[src/rtl/sprite_anim_ctrl.sv]
// Sprite animation/motion controller: tick prescaler, frame sequencer and bouncing X motion.
// Build option SPRITE_PINGPONG_EN: frames run up then back down instead of wrapping.
//
// state      | meaning
// MOVE_RIGHT | sprite steps +X on walking ticks until it reaches the right bound
// MOVE_LEFT  | sprite steps -X on walking ticks until it reaches the left bound
module sprite_anim_ctrl #(
  parameter int FRAMES   = 4,
  parameter int TICK_DIV = 5000000,
  parameter int X_W      = 10,
  parameter int Y_W      = 9,
  parameter int SPRITE_W = 64,
  parameter int X_INIT   = 256,
  parameter int Y_POS    = 300,
  parameter int X_MIN    = 0,
  parameter int X_MAX    = 639,
  parameter int STEP     = 8,
  localparam int FW      = $clog2(FRAMES)
) (
  input  logic           pixel_clk,
  input  logic           reset,
  input  logic           anim_en,
  input  logic           walk_en,
  output logic           tick,
  output logic [FW-1:0]  frame_idx,
  output logic           dir,
  output logic [X_W-1:0] pos_x1,
  output logic [X_W-1:0] pos_x2,
  output logic [Y_W-1:0] pos_y
);

  localparam int CNT_W = $clog2(TICK_DIV);
  localparam logic [CNT_W-1:0] CNT_LAST   = CNT_W'(TICK_DIV - 1);
  localparam logic [FW-1:0]    FRAME_LAST = FW'(FRAMES - 1);

  // Bound checks use one extra bit so x1 + STEP + SPRITE_W cannot wrap.
  localparam logic [X_W:0] STEP_X = (X_W + 1)'(STEP);
  localparam logic [X_W:0] SPAN_X = (X_W + 1)'(SPRITE_W);
  localparam logic [X_W:0] MIN_X  = (X_W + 1)'(X_MIN);
  localparam logic [X_W:0] MAX_X  = (X_W + 1)'(X_MAX);

  localparam logic [X_W-1:0] STEP_N   = X_W'(STEP);
  localparam logic [X_W-1:0] SPAN_N   = X_W'(SPRITE_W);
  localparam logic [X_W-1:0] X1_RIGHT = X_W'(X_MAX - SPRITE_W);
  localparam logic [X_W-1:0] X1_LEFT  = X_W'(X_MIN);
  localparam logic [X_W-1:0] X1_RST   = X_W'(X_INIT);
  localparam logic [X_W-1:0] X2_RST   = X_W'(X_INIT + SPRITE_W);

  typedef enum logic {
    MOVE_RIGHT = 1'b0,
    MOVE_LEFT  = 1'b1
  } move_t;

  move_t           move_q, move_d;
  logic [CNT_W-1:0] pres_q;
  logic [FW-1:0]    frame_d;
  logic [X_W-1:0]   x1_d;
  logic [X_W:0]     x1_ext;

`ifdef SPRITE_PINGPONG_EN
  logic down_q, down_d;
`endif

  assign x1_ext = {1'b0, pos_x1};
  assign dir    = (move_q == MOVE_LEFT);
  assign pos_y  = Y_W'(Y_POS);

  always_ff @(posedge pixel_clk) begin
    if (reset) begin
      pres_q <= '0;
      tick   <= 1'b0;
    end else begin
      tick   <= (pres_q == CNT_LAST);
      pres_q <= (pres_q == CNT_LAST) ? '0 : pres_q + CNT_W'(1);
    end
  end

  always_ff @(posedge pixel_clk) begin
    if (reset) begin
      move_q    <= MOVE_RIGHT;
      frame_idx <= '0;
      pos_x1    <= X1_RST;
      pos_x2    <= X2_RST;
    end else begin
      move_q    <= move_d;
      frame_idx <= frame_d;
      pos_x1    <= x1_d;
      pos_x2    <= x1_d + SPAN_N;
    end
  end

`ifdef SPRITE_PINGPONG_EN
  always_ff @(posedge pixel_clk) begin
    if (reset) down_q <= 1'b0;
    else       down_q <= down_d;
  end
`endif

  always_comb begin
    move_d = move_q;
    x1_d   = pos_x1;
    if (tick && walk_en) begin
      case (move_q)
        MOVE_RIGHT: begin
          if (x1_ext + STEP_X + SPAN_X > MAX_X) begin
            x1_d   = X1_RIGHT;
            move_d = MOVE_LEFT;
          end else begin
            x1_d = pos_x1 + STEP_N;
          end
        end
        MOVE_LEFT: begin
          if (x1_ext < MIN_X + STEP_X) begin
            x1_d   = X1_LEFT;
            move_d = MOVE_RIGHT;
          end else begin
            x1_d = pos_x1 - STEP_N;
          end
        end
        default: begin
          x1_d   = pos_x1;
          move_d = MOVE_RIGHT;
        end
      endcase
    end
  end

  always_comb begin
    frame_d = frame_idx;
`ifdef SPRITE_PINGPONG_EN
    down_d  = down_q;
`endif
    if (!anim_en) begin
      frame_d = '0;
`ifdef SPRITE_PINGPONG_EN
      down_d  = 1'b0;
`endif
    end else if (tick) begin
`ifdef SPRITE_PINGPONG_EN
      if (!down_q) begin
        if (frame_idx == FRAME_LAST) begin
          frame_d = frame_idx - FW'(1);
          down_d  = 1'b1;
        end else begin
          frame_d = frame_idx + FW'(1);
        end
      end else begin
        if (frame_idx == '0) begin
          frame_d = FW'(1);
          down_d  = 1'b0;
        end else begin
          frame_d = frame_idx - FW'(1);
        end
      end
`else
      frame_d = (frame_idx == FRAME_LAST) ? '0 : frame_idx + FW'(1);
`endif
    end
  end

endmodule
[config.mk]
export PLATFORM = sky130hd
export DESIGN_NAME = sprite_anim_ctrl
export DESIGN_NICKNAME = d
export VERILOG_FILES = /design/src/rtl/sprite_anim_ctrl.sv
export SDC_FILE = /design/constraint.sdc
export NUM_CORES = 1
export LEC_CHECK = 0
export BUFFER_PORTS_ARGS = -buffer_cell sky130_fd_sc_hd__clkbuf_2
export CAP_MARGIN = 40
export CORE_UTILIZATION = 45
export DETAILED_ROUTE_END_ITERATION = 12
export PLACE_DENSITY = 0.66
export SLEW_MARGIN = 30
export SYNTH_ARGS = -nofsm -noshare
export SYNTH_HDL_FRONTEND = slang
export SYNTH_SLANG_ARGS = --single-unit
[constraint.sdc]
create_clock -name pixel_clk -period 2.86 [get_ports pixel_clk]
set_input_delay 0.429 -clock pixel_clk [delete_from_list [all_inputs] [get_ports pixel_clk]]
set_output_delay 0.429 -clock pixel_clk [all_outputs]
set_load 0.1 [all_outputs]
# Yosys cells after proc, flatten, opt, wreduce, memory -nomap -nowiden
# Cells that the tools add are included.
# classes
n_mux	8
bitwise_logic	2
reduce_logical	3
n_eq_ne	2
addsub	7
magnitude_cmp	2
# ops
cell	n
two-way mux 10 bit	3
adder 23 x 1 -> 23 bit (second input constant)	1
equality test 23 bit (second input constant)	1
one-hot mux 10 bit (2 select lines)	1
adder 10 x 4 -> 11 bit (second input constant)	1
adder 11 x 7 -> 11 bit (second input constant)	1
> comparator 11 x 10 -> 1 bit (second input constant)	1
adder 10 x 4 -> 10 bit (second input constant)	1
adder 10 x 7 -> 10 bit (second input constant)	1
less-than comparator 10 x 4 -> 1 bit (second input constant)	1
subtractor 10 x 4 -> 10 bit (second input constant)	1
OR reduction 2 bit	2
adder 2 x 1 -> 2 bit (second input constant)	1
equality test 2 bit (second input constant)	1
two-way mux 1 bit	2
two-way mux 2 bit	1
inverter 1 bit	2
one-hot mux 1 bit (2 select lines)	1
logical AND 1 bit	1
# word_totals
output_inout_bits	33
reg_bits	47
word_cells	30
in_bits	4

# Depth between registers and ports, before layout
# Gate-level depths: netlist of the first run.
# logic_depth
ltp_word	7
depth_mapped	10
ltp_nobuf	10

# Worst setup path before layout of the first run
# Ideal clock, no wire load.
# synth_timing
kind	register -> register
from	register pos_x1[3]
to	register pos_x1[5]
arrival_ps	2991
synth_period_minus_slack_ps	3106
required_ps	2745
stages_incl_launch_ff	9
setup_slack_ps	-246
setup_time_ps	115
path_cell_list	dfxtp_1 > inv_1 > ha_1 > a211oi_1 > a32o_1 > o22a_2 > or2_2 > o31a_1 > o21a_1
# synth_between
elab_chain_len	6
word_cells_on_any_way	10
cone_classes	4 x add/sub; 2 x order compare; 4 x mux
# synth_lines
element	line_no	rtl
from (decl)	27	output logic [X_W-1:0] pos_x1,
from (signal assigned)	82	pos_x1 <= X1_RST;
from (signal assigned)	87	pos_x1 <= x1_d;
adder 10 x 4 -> 11 bit	105	if (x1_ext + STEP_X + SPAN_X > MAX_X) begin
adder 11 x 7 -> 11 bit	105	
> comparator 11 x 10 -> 1 bit	105	
two-way mux 10 bit	105	
one-hot mux 10 bit (2 select lines) (*)	103	case (move_q)
two-way mux 10 bit (*)	102	if (tick && walk_en) begin
# Mark *: on every way between the ends. The rest lies on a longest branch, timed or not.
# A chain may end at the register's enable or synchronous reset.

# Final worst setup path of the first run
# layout_timing
from	register pos_x1[3]
to	register pos_x2[8]
# layout_between
elab_chain_len	7
word_cells_on_any_way	11
cone_classes	5 x add/sub; 2 x order compare; 4 x mux
# layout_lines
element	line_no	rtl
adder 10 x 4 -> 11 bit	105	
adder 11 x 7 -> 11 bit	105	
> comparator 11 x 10 -> 1 bit	105	
two-way mux 10 bit	105	
one-hot mux 10 bit (2 select lines) (*)	103	
two-way mux 10 bit (*)	102	
named net x1_d[7]	57	logic [X_W-1:0] x1_d;
adder 10 x 7 -> 10 bit (*)	88	pos_x2 <= x1_d + SPAN_N;
to (signal assigned)	88	
to (decl)	28	output logic [X_W-1:0] pos_x2,
# Mark *: on every way through the listed nets, which the timed path passes. The rest lies on a longest branch.

==> flow_metrics.env, run 1 <==
export IMPL_startpoint_type="flop"
export IMPL_antenna_found_initial=0
export IMPL_drive_above_1_share_pct=19.1
export IMPL_clock_sinks=39
export IMPL_max_slew_worst_pin_slew_ns=0.602
export IMPL_drc_errors=0
export IMPL_globalplace_congestion=0.880
export IMPL_clk_path_buf_depth=2
export IMPL_post_drt_wl_per_cell_um=12.8
export IMPL_r2r_setup_slack_ns=0.40
export IMPL_crit_path_end_kind="flop"
export IMPL_synth_edf_count=0
export IMPL_die_w_um=72.6
export IMPL_yosysWarningCount=0
export IMPL_fin_crit_sh_pct=86.0
export IMPL_cts_setup_buffers=0
export IMPL_synth_area_leaders="dfxtp_1 (35%), xor2_1 (5.9%), buf_4 (5.7%)"
export IMPL_path_buf_inv=1
export IMPL_critPathTopFamily="compound AO/OA/AOI/OAI gates"
export IMPL_core_area_um2=4750
export IMPL_skew_ns=0.00469
export IMPL_final_nets=297
export IMPL_post_cts_resized=0
export IMPL_period_needed_ns=2.46
export IMPL_hold_violations=0
export IMPL_wl_mm=4.56
export IMPL_synth_commonest_cells="dfxtp_1 (39), nor2_1 (32), nand2_1 (26), buf_4 (17), xor2_1 (15)"
export IMPL_ys_types=54
export IMPL_drt_pass1_iter_count=4
export IMPL_cp_depth=9
export IMPL_synth_top_area_cell="dfxtp_1"
export IMPL_synth_most_common_cell="dfxtp_1"
export IMPL_cts_made_buffers=5
export IMPL_holdBufCountCts=0
export IMPL_clk_latency_ns=0.29
export IMPL_crit_path_cell_trace="inv_1 > ha_1 > a2111oi_0 > o22a_1 > o22a_2 > o21ai_1 > ha_1 > xnor2_1 > nand2_1"
export IMPL_crit_path_top_delay_cell="a2111oi_0"
export IMPL_arrival_ns=2.64
export IMPL_max_vdd_ir_drop_uv=320
export IMPL_fin_tns_setup_ns=0
export IMPL_rows=25
export IMPL_dp_hpwl_mm=3.28
export IMPL_r2r_end="pos_x2[8]$_SDFF_PP1_"
export IMPL_cts_htree_levels=2
export IMPL_p_leak_nw=0.931
export IMPL_portBuffers=27
export IMPL_hp_start="anim_en"
export IMPL_final_antenna_net_count=0
export IMPL_dieArea_um2=5270
export IMPL_routed_via_density=5.23
export IMPL_power_density_nw_per_um2=439
export IMPL_synth_ff_type="dfxtp_1"
export IMPL_critical_path_class="flop to flop"
export IMPL_worstReg2RegStart="pos_x1[3]$_SDFFE_PP0P_"
export IMPL_syn_cell_area_um2=2240
export IMPL_worstPathRequired_ns=3.04
export IMPL_avgSynthCellArea_um2=8.27
export IMPL_final_cell_area_um2=2430
export IMPL_yosysTopAreaCellShare_pct=34.8
export IMPL_die_h_um=72.6
export IMPL_grt_pass1_wl_mm=7.87
export IMPL_yosysSeqAreaShare_pct=34.8
export IMPL_holdPathStages=3
export IMPL_placed_area_um2=2340
export IMPL_critPathMostFrequentCell="ha_1"
export IMPL_slew_headroom_pct=59.5
export IMPL_cpPeakStageDelay_ns=0.42
export IMPL_ios=37
export IMPL_gr_total_overflow=0
export IMPL_clk_pin_slew_ns=0.08
export IMPL_vias=1858
export IMPL_maxSlewViolCount=0
export IMPL_grt_max_degree=18
export IMPL_netlist_instances=271
export IMPL_grt_usage_pct=19.1
export IMPL_reg2regPathDepth=9
export IMPL_cp_max_fo=10
export IMPL_area_delta_synth_final_pct=8.26
export IMPL_cts_tree="done"
export IMPL_setup_viol=0
export IMPL_fill_cells=515
export IMPL_rsz0062_at_grt="no"
export IMPL_status="complete, no violations"
export IMPL_start_util_pct=47.1
export IMPL_ys_ff_latch=39
export IMPL_grt_pass1_vias=1632
export IMPL_clock_root_buffer="clkbuf_8"
export IMPL_diodes=0
export IMPL_hold_path_end="frame_idx[0]$_SDFFE_PP0P_"
export IMPL_synthArstFlopShare_pct=0
export IMPL_max_cap_viol_count=0
export IMPL_hold_path_class="input pin to flop"
export IMPL_fmax_mhz=407
export IMPL_dr_first_iter_drc_count=220
## flip-flops by register name (all words and copies together) (netlist names)
| signal | flops |
|---|---|
| dir | 1 |
| frame_idx | 2 |
| pos_x1 | 8 |
| pos_x2 | 4 |
| pres_q | 23 |
| tick | 1 |
## layout make-up
type | instances | area (µm²) | share of cell area (%)
inverters | 7 | 26.3 | 1.08
flip-flops and latches | 39 | 783 | 32.3
well taps | 67 | 83.8 | 3.46
clock inverters | 3 | 20.0 | 0.825
clock buffers | 5 | 68.8 | 2.84
repair buffers | 32 | 173 | 7.12
multi-input cells | 202 | 1270 | 52.4
## worst max-delay path by stage
| stage | start | to |
|---|---|---|
| global placement | pos_x1[3]$_SDFFE_PP0P_ | pos_x2[8]$_SDFF_PP1_ |
| CTS | pos_x1[3]$_SDFFE_PP0P_ | pos_x2[8]$_SDFF_PP1_ |
| floorplan | pos_x1[5]$_SDFFE_PP0P_ | pos_x1[5]$_SDFFE_PP0P_ |
| global route | pos_x1[3]$_SDFFE_PP0P_ | pos_x2[8]$_SDFF_PP1_ |
| detailed placement | pos_x1[3]$_SDFFE_PP0P_ | pos_x2[8]$_SDFF_PP1_ |
| finish | pos_x1[3]$_SDFFE_PP0P_ | pos_x2[8]$_SDFF_PP1_ |
## per-stage QoR
stage / utilization, % / instances / setup slack [ns] / power [mW] / hold WS [ns]
4_1_cts: 51.0 / 355 / 0.397 / 1.08 / 0.382
6_report: 51.0 / 355 / 0.401 / 1.06 / 0.381
3_3_place_gp: 49.2 / 347 / 0.469 / 0.709 / 0.463
3_5_place_dp: 49.2 / 347 / 0.403 / 0.710 / 0.475
2_1_floorplan: - / 278 / 0.0947 / 0.710 / 0.441
5_1_grt: 51.0 / 355 / 0.185 / 1.11 / 0.394
## layout by cell type (no fill, tap or decap), types with 4 or more instances in the layout
master	n
dfxtp_1	37
xor2_1	15
and3_1	4
mux2i_1	5
nand3_1	14
nand4_1	6
o21ai_0	10
conb_1	9
a211oi_1	4
nand2_1	26
xnor2_1	8
or3_1	6
ha_1	6
a21oi_1	12
nor2_1	32
clkbuf_8	5
buf_4	5
inv_1	7
clkbuf_2	27
## metal layers
| layer | global-route usage (%) | vias to the layer above | share of wire (%) |
|---|---|---|---|
| met5 | 0 | - | 0 |
| met3 | 5.14 | 6 | 6.0 |
| li1 | - | 954 | - |
| met2 | 29.3 | 62 | 45 |
| met1 | 25.8 | 836 | 48 |
| met4 | 7.19 | 0 | 1.2 |
## report_power, final
group | internal [mW] | switching, mW
Combinational | 0.0156 | 0.130
Sequential | 0.547 | 0.00406
Clock | 0.170 | 0.199
## cells by family (layout without fill, tap and decap cells)
group	count (synthesis)	in the layout	synth area share [%]
buffers and inverters	37	47	9.83
DFF	39	39	34.8
muxes	6	6	2.74
xor gates and xnor gates	23	23	8.99
and+or+nand+nor	108	108	23.6
AOI/OAI and AO/OA	50	50	16.4
other	2	9	0.335
adders and majority gates	6	6	3.35
## worst reg2reg max path, delay by kind of cell (launching register included)
kind            cells  cell delay, ns
xor+xnor            1            0.17
compound gates      4            1.01
buf+inv             1            0.13
fa+ha+maj           2            0.57
simple gates        1            0.07
flops               1            0.41
Note: power is estimated with default switching activity, not from simulation.
==> run 2, diff against run 1 <==
PLACE_DENSITY = not set   (was 0.66)
PLACE_DENSITY_LB_ADDON = 0.2   (was not set)
==> run 2 against run 1 <==
Cell count is 0.56% lower. Non-clock buffer count is 2 lower. Global-route usage is 0.17 points lower. Worst setup slack worse by 0.070 ns. Largest cell class unchanged. Largest power group unchanged.
==> flow_metrics.env, run 2 (synthesis gave the netlist of run 1 again) <==
export IMPL_hp_start="anim_en"
export IMPL_arrival_ns=2.71
export IMPL_final_nets=295
export IMPL_cts_setup_buffers=0
export IMPL_antenna_found_initial=0
export IMPL_maxSlewViolCount=0
export IMPL_cts_htree_levels=2
export IMPL_final_antenna_net_count=0
export IMPL_post_cts_resized=0
export IMPL_rows=25
export IMPL_power_density_nw_per_um2=480
export IMPL_fin_crit_sh_pct=88.4
export IMPL_largest_reg_flops=23
export IMPL_start_util_pct=47.1
export IMPL_fin_hold_ws_ns=0.368
export IMPL_diodes=0
export IMPL_clock_sinks=39
export IMPL_slew_headroom_pct=54.5
export IMPL_clk_pin_slew_ns=0.09
export IMPL_drt_pass1_iter_count=4
export IMPL_core_area_um2=4750
export IMPL_cts_tree="done"
export IMPL_p_leak_nw=0.935
export IMPL_placed_area_um2=2320
export IMPL_die_h_um=72.6
export IMPL_rsz0062_at_grt="no"
export IMPL_r2r_end="pos_x2[8]$_SDFF_PP1_"
export IMPL_fill_cells=480
export IMPL_hold_violations=0
export IMPL_grt_usage_pct=19.0
export IMPL_startpoint_type="flop"
export IMPL_status="complete, no violations"
export IMPL_post_drt_wl_per_cell_um=13.1
export IMPL_regMostFlops="pres_q"
export IMPL_grt_pass1_wl_mm=7.73
export IMPL_dp_hpwl_mm=3.29
export IMPL_fmax_mhz=395
export IMPL_setup_viol=0
export IMPL_period_needed_ns=2.53
export IMPL_fin_tns_setup_ns=0
export IMPL_globalplace_congestion=0.838
export IMPL_holdBufCountCts=0
export IMPL_gr_total_overflow=0
export IMPL_finalNonFillerCells=353
export IMPL_portBuffers=27
export IMPL_area_delta_synth_final_pct=8.77
export IMPL_worstReg2RegStart="pos_x1[3]$_SDFFE_PP0P_"
export IMPL_wl_mm=4.62
export IMPL_max_slew_worst_pin_slew_ns=0.676
export IMPL_skew_ns=0.0100
export IMPL_dr_first_iter_drc_count=194
export IMPL_final_cell_mix="dfxtp_1 (37), nor2_1 (32), clkbuf_2 (27)"
export IMPL_drive_above_1_share_pct=18.5
export IMPL_drc_errors=0
export IMPL_die_w_um=72.6
export IMPL_grt_max_degree=18
export IMPL_grt_pass1_vias=1660
export IMPL_holdPathStages=3
export IMPL_worstPathRequired_ns=3.04
export IMPL_clk_latency_ns=0.30
export IMPL_hold_path_end="frame_idx[1]$_SDFFE_PP0P_"
export IMPL_max_vdd_ir_drop_uv=336
export IMPL_ios=37
export IMPL_clk_path_buf_depth=2
export IMPL_critical_path_class="flop to flop"
export IMPL_crit_path_end_kind="flop"
export IMPL_hold_path_class="input pin to flop"
export IMPL_reg2regPathDepth=9
export IMPL_final_cell_area_um2=2440
export IMPL_cp_max_fo=10
export IMPL_cts_made_buffers=5
export IMPL_final_common_cell="dfxtp_1"
export IMPL_vias=1889
export IMPL_reg_top3="pres_q (23), pos_x1 (8), pos_x2 (4)"
export IMPL_clock_root_buffer="clkbuf_8"
export IMPL_r2r_setup_slack_ns=0.33
export IMPL_routed_via_density=5.35
export IMPL_max_cap_viol_count=0
export IMPL_dieArea_um2=5270
export IMPL_dp_cells=345
-- run 2: layout make-up --
class / count / area, µm² / area share [%]
Clock inverter: 3 / 46.3 / 1.90
Sequential cell: 39 / 783 / 32.1
Clock buffer: 5 / 68.8 / 2.82
Multi-Input combinational cell: 202 / 1270 / 52.2
Tap cell: 67 / 83.8 / 3.44
Inverter: 7 / 26.3 / 1.08
Timing Repair Buffer: 30 / 158 / 6.47
-- run 2: layer usage --
layer	wire (µm)	track usage [%]	part of all wire, %	vias to the layer above
met5	0	0	0	-
met4	118	10.0	2.6	0
li1	-	-	-	956
met3	232	4.58	5.0	12
met2	2070	28.6	45	56
met1	2190	25.1	48	865
-- run 2: worst max path at each step --
stage	slack [ns]	depth (start not counted)	end	from
2_1_floorplan	0.09	8	pos_x1[5]$_SDFFE_PP0P_	pos_x1[5]$_SDFFE_PP0P_
5_1_grt	0.14	9	pos_x2[8]$_SDFF_PP1_	pos_x1[3]$_SDFFE_PP0P_
3_5_place_dp	0.41	9	pos_x2[8]$_SDFF_PP1_	pos_x1[3]$_SDFFE_PP0P_
4_1_cts	0.37	9	pos_x2[8]$_SDFF_PP1_	pos_x1[3]$_SDFFE_PP0P_
6_report	0.33	9	pos_x2[8]$_SDFF_PP1_	pos_x1[3]$_SDFFE_PP0P_
3_3_place_gp	0.43	9	pos_x2[8]$_SDFF_PP1_	pos_x1[3]$_SDFFE_PP0P_
-- run 2: where the power goes --
| part | total, mW | internal (mW) | switching, mW |
|---|---|---|---|
| logic | 0.141 | 0.0138 | 0.127 |
| clock network | 0.476 | 0.263 | 0.213 |
| registers | 0.554 | 0.547 | 0.00663 |
-- run 2: worst max-delay path: stages (launching register included) --
cell	delay, ns
dfxtp_2	0.42
inv_1	0.12
ha_1	0.35
a2111oi_0	0.44
o22a_1	0.21
o22a_2	0.24
o21ai_1	0.16
ha_1	0.22
xnor2_1	0.18
nand2_1	0.07
-- run 2: metrics by stage --
stage,util (%),total power [mW],setup WS [ns]
2_1_floorplan,-,0.710,0.0947
3_3_place_gp,48.8,0.708,0.434
3_5_place_dp,48.8,0.708,0.406
4_1_cts,51.3,1.18,0.367
5_1_grt,51.3,1.21,0.142
6_report,51.3,1.17,0.331
==> run 3, diff against run 2 <==
CORE_ASPECT_RATIO = 0.8   (was not set)
==> run 3 against run 2 <==
Count of clock-buffer cells in the layout increased by 1. First-iteration DRC count decreased by 27%. Maximum frequency decreased by 0.77%. Critical path type unchanged.
==> flow_metrics.env, run 3 (synthesis gave the netlist of run 1 again) <==
export IMPL_fin_util_pct=51.6
export IMPL_wl_mm=4.60
export IMPL_regMostFlops="pres_q"
export IMPL_cp_max_fo=10
export IMPL_critical_path_class="flop to flop"
export IMPL_drive_above_1_share_pct=18.8
export IMPL_rows=22
export IMPL_core_area_um2=4680
export IMPL_startpoint_type="flop"
export IMPL_drc_errors=0
export IMPL_start_util_pct=47.9
export IMPL_final_cell_area_um2=2420
export IMPL_final_common_cell="dfxtp_1"
export IMPL_setup_viol=0
export IMPL_hold_violations=0
export IMPL_clk_path_buf_depth=2
export IMPL_final_nets=297
export IMPL_cp_depth=9
export IMPL_crit_path_start="pos_x1[3]$_SDFFE_PP0P_"
export IMPL_portBuffers=27
export IMPL_hp_start="anim_en"
export IMPL_cts_setup_buffers=0
export IMPL_max_slew_worst_pin_slew_ns=0.593
export IMPL_skew_ns=0.00588
export IMPL_cts_tree="done"
export IMPL_area_delta_synth_final_pct=7.82
export IMPL_slew_headroom_pct=60.4
export IMPL_post_drt_wl_per_cell_um=13.2
export IMPL_placed_area_um2=2330
export IMPL_grt_usage_pct=19.5
export IMPL_gr_total_overflow=0
export IMPL_holdBufCountCts=0
export IMPL_status="complete, no violations"
export IMPL_final_antenna_net_count=0
export IMPL_fin_crit_sh_pct=89.1
export IMPL_dr_first_iter_drc_count=142
export IMPL_period_needed_ns=2.55
export IMPL_arrival_ns=2.72
export IMPL_globalplace_congestion=0.938
export IMPL_max_vdd_ir_drop_uv=268
export IMPL_clk_latency_ns=0.28
export IMPL_crit_path_end_kind="flop"
export IMPL_diodes=0
export IMPL_fin_tns_setup_ns=0
export IMPL_routed_via_density=5.36
export IMPL_critPathTopFamily="compound AO/OA/AOI/OAI gates"
export IMPL_dieArea_um2=5270
export IMPL_maxSlewViolCount=0
export IMPL_post_cts_resized=0
export IMPL_ios=37
export IMPL_path_buf_inv=1
export IMPL_drt_pass1_iter_count=4
export IMPL_largest_reg_flops=23
export IMPL_die_w_um=80.9
export IMPL_cpPeakStageDelay_ns=0.48
export IMPL_rsz0062_at_grt="no"
export IMPL_worstPathRequired_ns=3.03
export IMPL_reg_top3="pres_q (23), pos_x1 (8), pos_x2 (4)"
export IMPL_dp_hpwl_mm=3.33
export IMPL_grt_max_degree=24
export IMPL_clk_pin_slew_ns=0.07
export IMPL_post_place_ws_ns=0.356
export IMPL_power_density_nw_per_um2=439
export IMPL_r2r_setup_slack_ns=0.31
export IMPL_clock_sinks=39
export IMPL_cts_made_buffers=5
export IMPL_vias=1859
export IMPL_max_cap_viol_count=0
export IMPL_cts_htree_levels=2
export IMPL_final_cell_mix="dfxtp_1 (37), nor2_1 (32), clkbuf_2 (27)"
export IMPL_worstReg2RegStart="pos_x1[3]$_SDFFE_PP0P_"
export IMPL_crit_path_top_delay_cell="a2111oi_0"
export IMPL_critPathCapture="pos_x2[8]$_SDFF_PP1_"
export IMPL_r2r_end="pos_x2[8]$_SDFF_PP1_"
export IMPL_hold_path_class="input pin to flop"
export IMPL_p_leak_nw=0.939
export IMPL_reg2regPathDepth=9
export IMPL_clock_root_buffer="clkbuf_8"
export IMPL_grt_pass1_wl_mm=7.83
export IMPL_crit_path_cell_trace="inv_1 > ha_1 > a2111oi_0 > o22a_1 > o22a_2 > o21ai_1 > ha_1 > xnor2_1 > nand2_1"
export IMPL_grt_pass1_vias=1604
export IMPL_die_h_um=65.1
export IMPL_fmax_mhz=392
export IMPL_critPathMostFrequentCell="ha_1"
export IMPL_antenna_found_initial=0
export IMPL_setup_slack_ns=0.311
run 3: worst reg2reg max path: stages, from the launching register on:
cell       delay [ns]
dfxtp_2          0.42
inv_1            0.12
ha_1             0.35
a2111oi_0        0.48
o22a_1           0.24
o22a_2           0.25
o21ai_1          0.15
ha_1             0.21
xnor2_1          0.14
nand2_1          0.07
run 3: how the worst min path moves through the flow:
| stage | end | slack (ns) | depth (start not counted) |
|---|---|---|---|
| after global placement | pres_q[0]$_SDFF_PP0_ | 0.46 | 1 |
| after floorplan | pres_q[0]$_SDFF_PP0_ | 0.44 | 1 |
| after detailed placement | pres_q[0]$_SDFF_PP0_ | 0.47 | 1 |
| after CTS | frame_idx[0]$_SDFFE_PP0P_ | 0.37 | 3 |
| after global routing | frame_idx[1]$_SDFFE_PP0P_ | 0.39 | 3 |
| final | frame_idx[0]$_SDFFE_PP0P_ | 0.39 | 3 |
run 3: per-stage QoR:
| stage | power, mW | hold slack [ns] | instances |
|---|---|---|---|
| 2_1_floorplan | 0.710 | 0.441 | 278 |
| 3_3_place_gp | 0.709 | 0.459 | 340 |
| 3_5_place_dp | 0.709 | 0.473 | 340 |
| 4_1_cts | 1.08 | 0.372 | 347 |
| 5_1_grt | 1.11 | 0.395 | 347 |
| 6_report | 1.06 | 0.388 | 347 |
run 3: layout make-up:
type | instances | area, µm²
fillers | 465 | 2260
clock buffers | 6 | 82.6
repair buffers | 32 | 173
inverters | 7 | 26.3
clock inverters | 1 | 5.00
well taps | 60 | 75.1
multi-input cells | 202 | 1270
flip-flops and latches | 39 | 783
run 3: power breakdown:
group / switching, mW / total [mW] / internal, mW
Combinational: 0.129 / 0.144 / 0.0146
Clock: 0.176 / 0.365 / 0.189
Sequential: 0.00518 / 0.553 / 0.548
run 3: layer usage:
layer,GRT usage [%],part of all wire [%],vias to the layer above
li1,-,-,948
met1,30.5,54,830
met2,25.5,38,76
met3,5.83,7.1,5
met4,4.24,0.85,0
met5,0,0,-
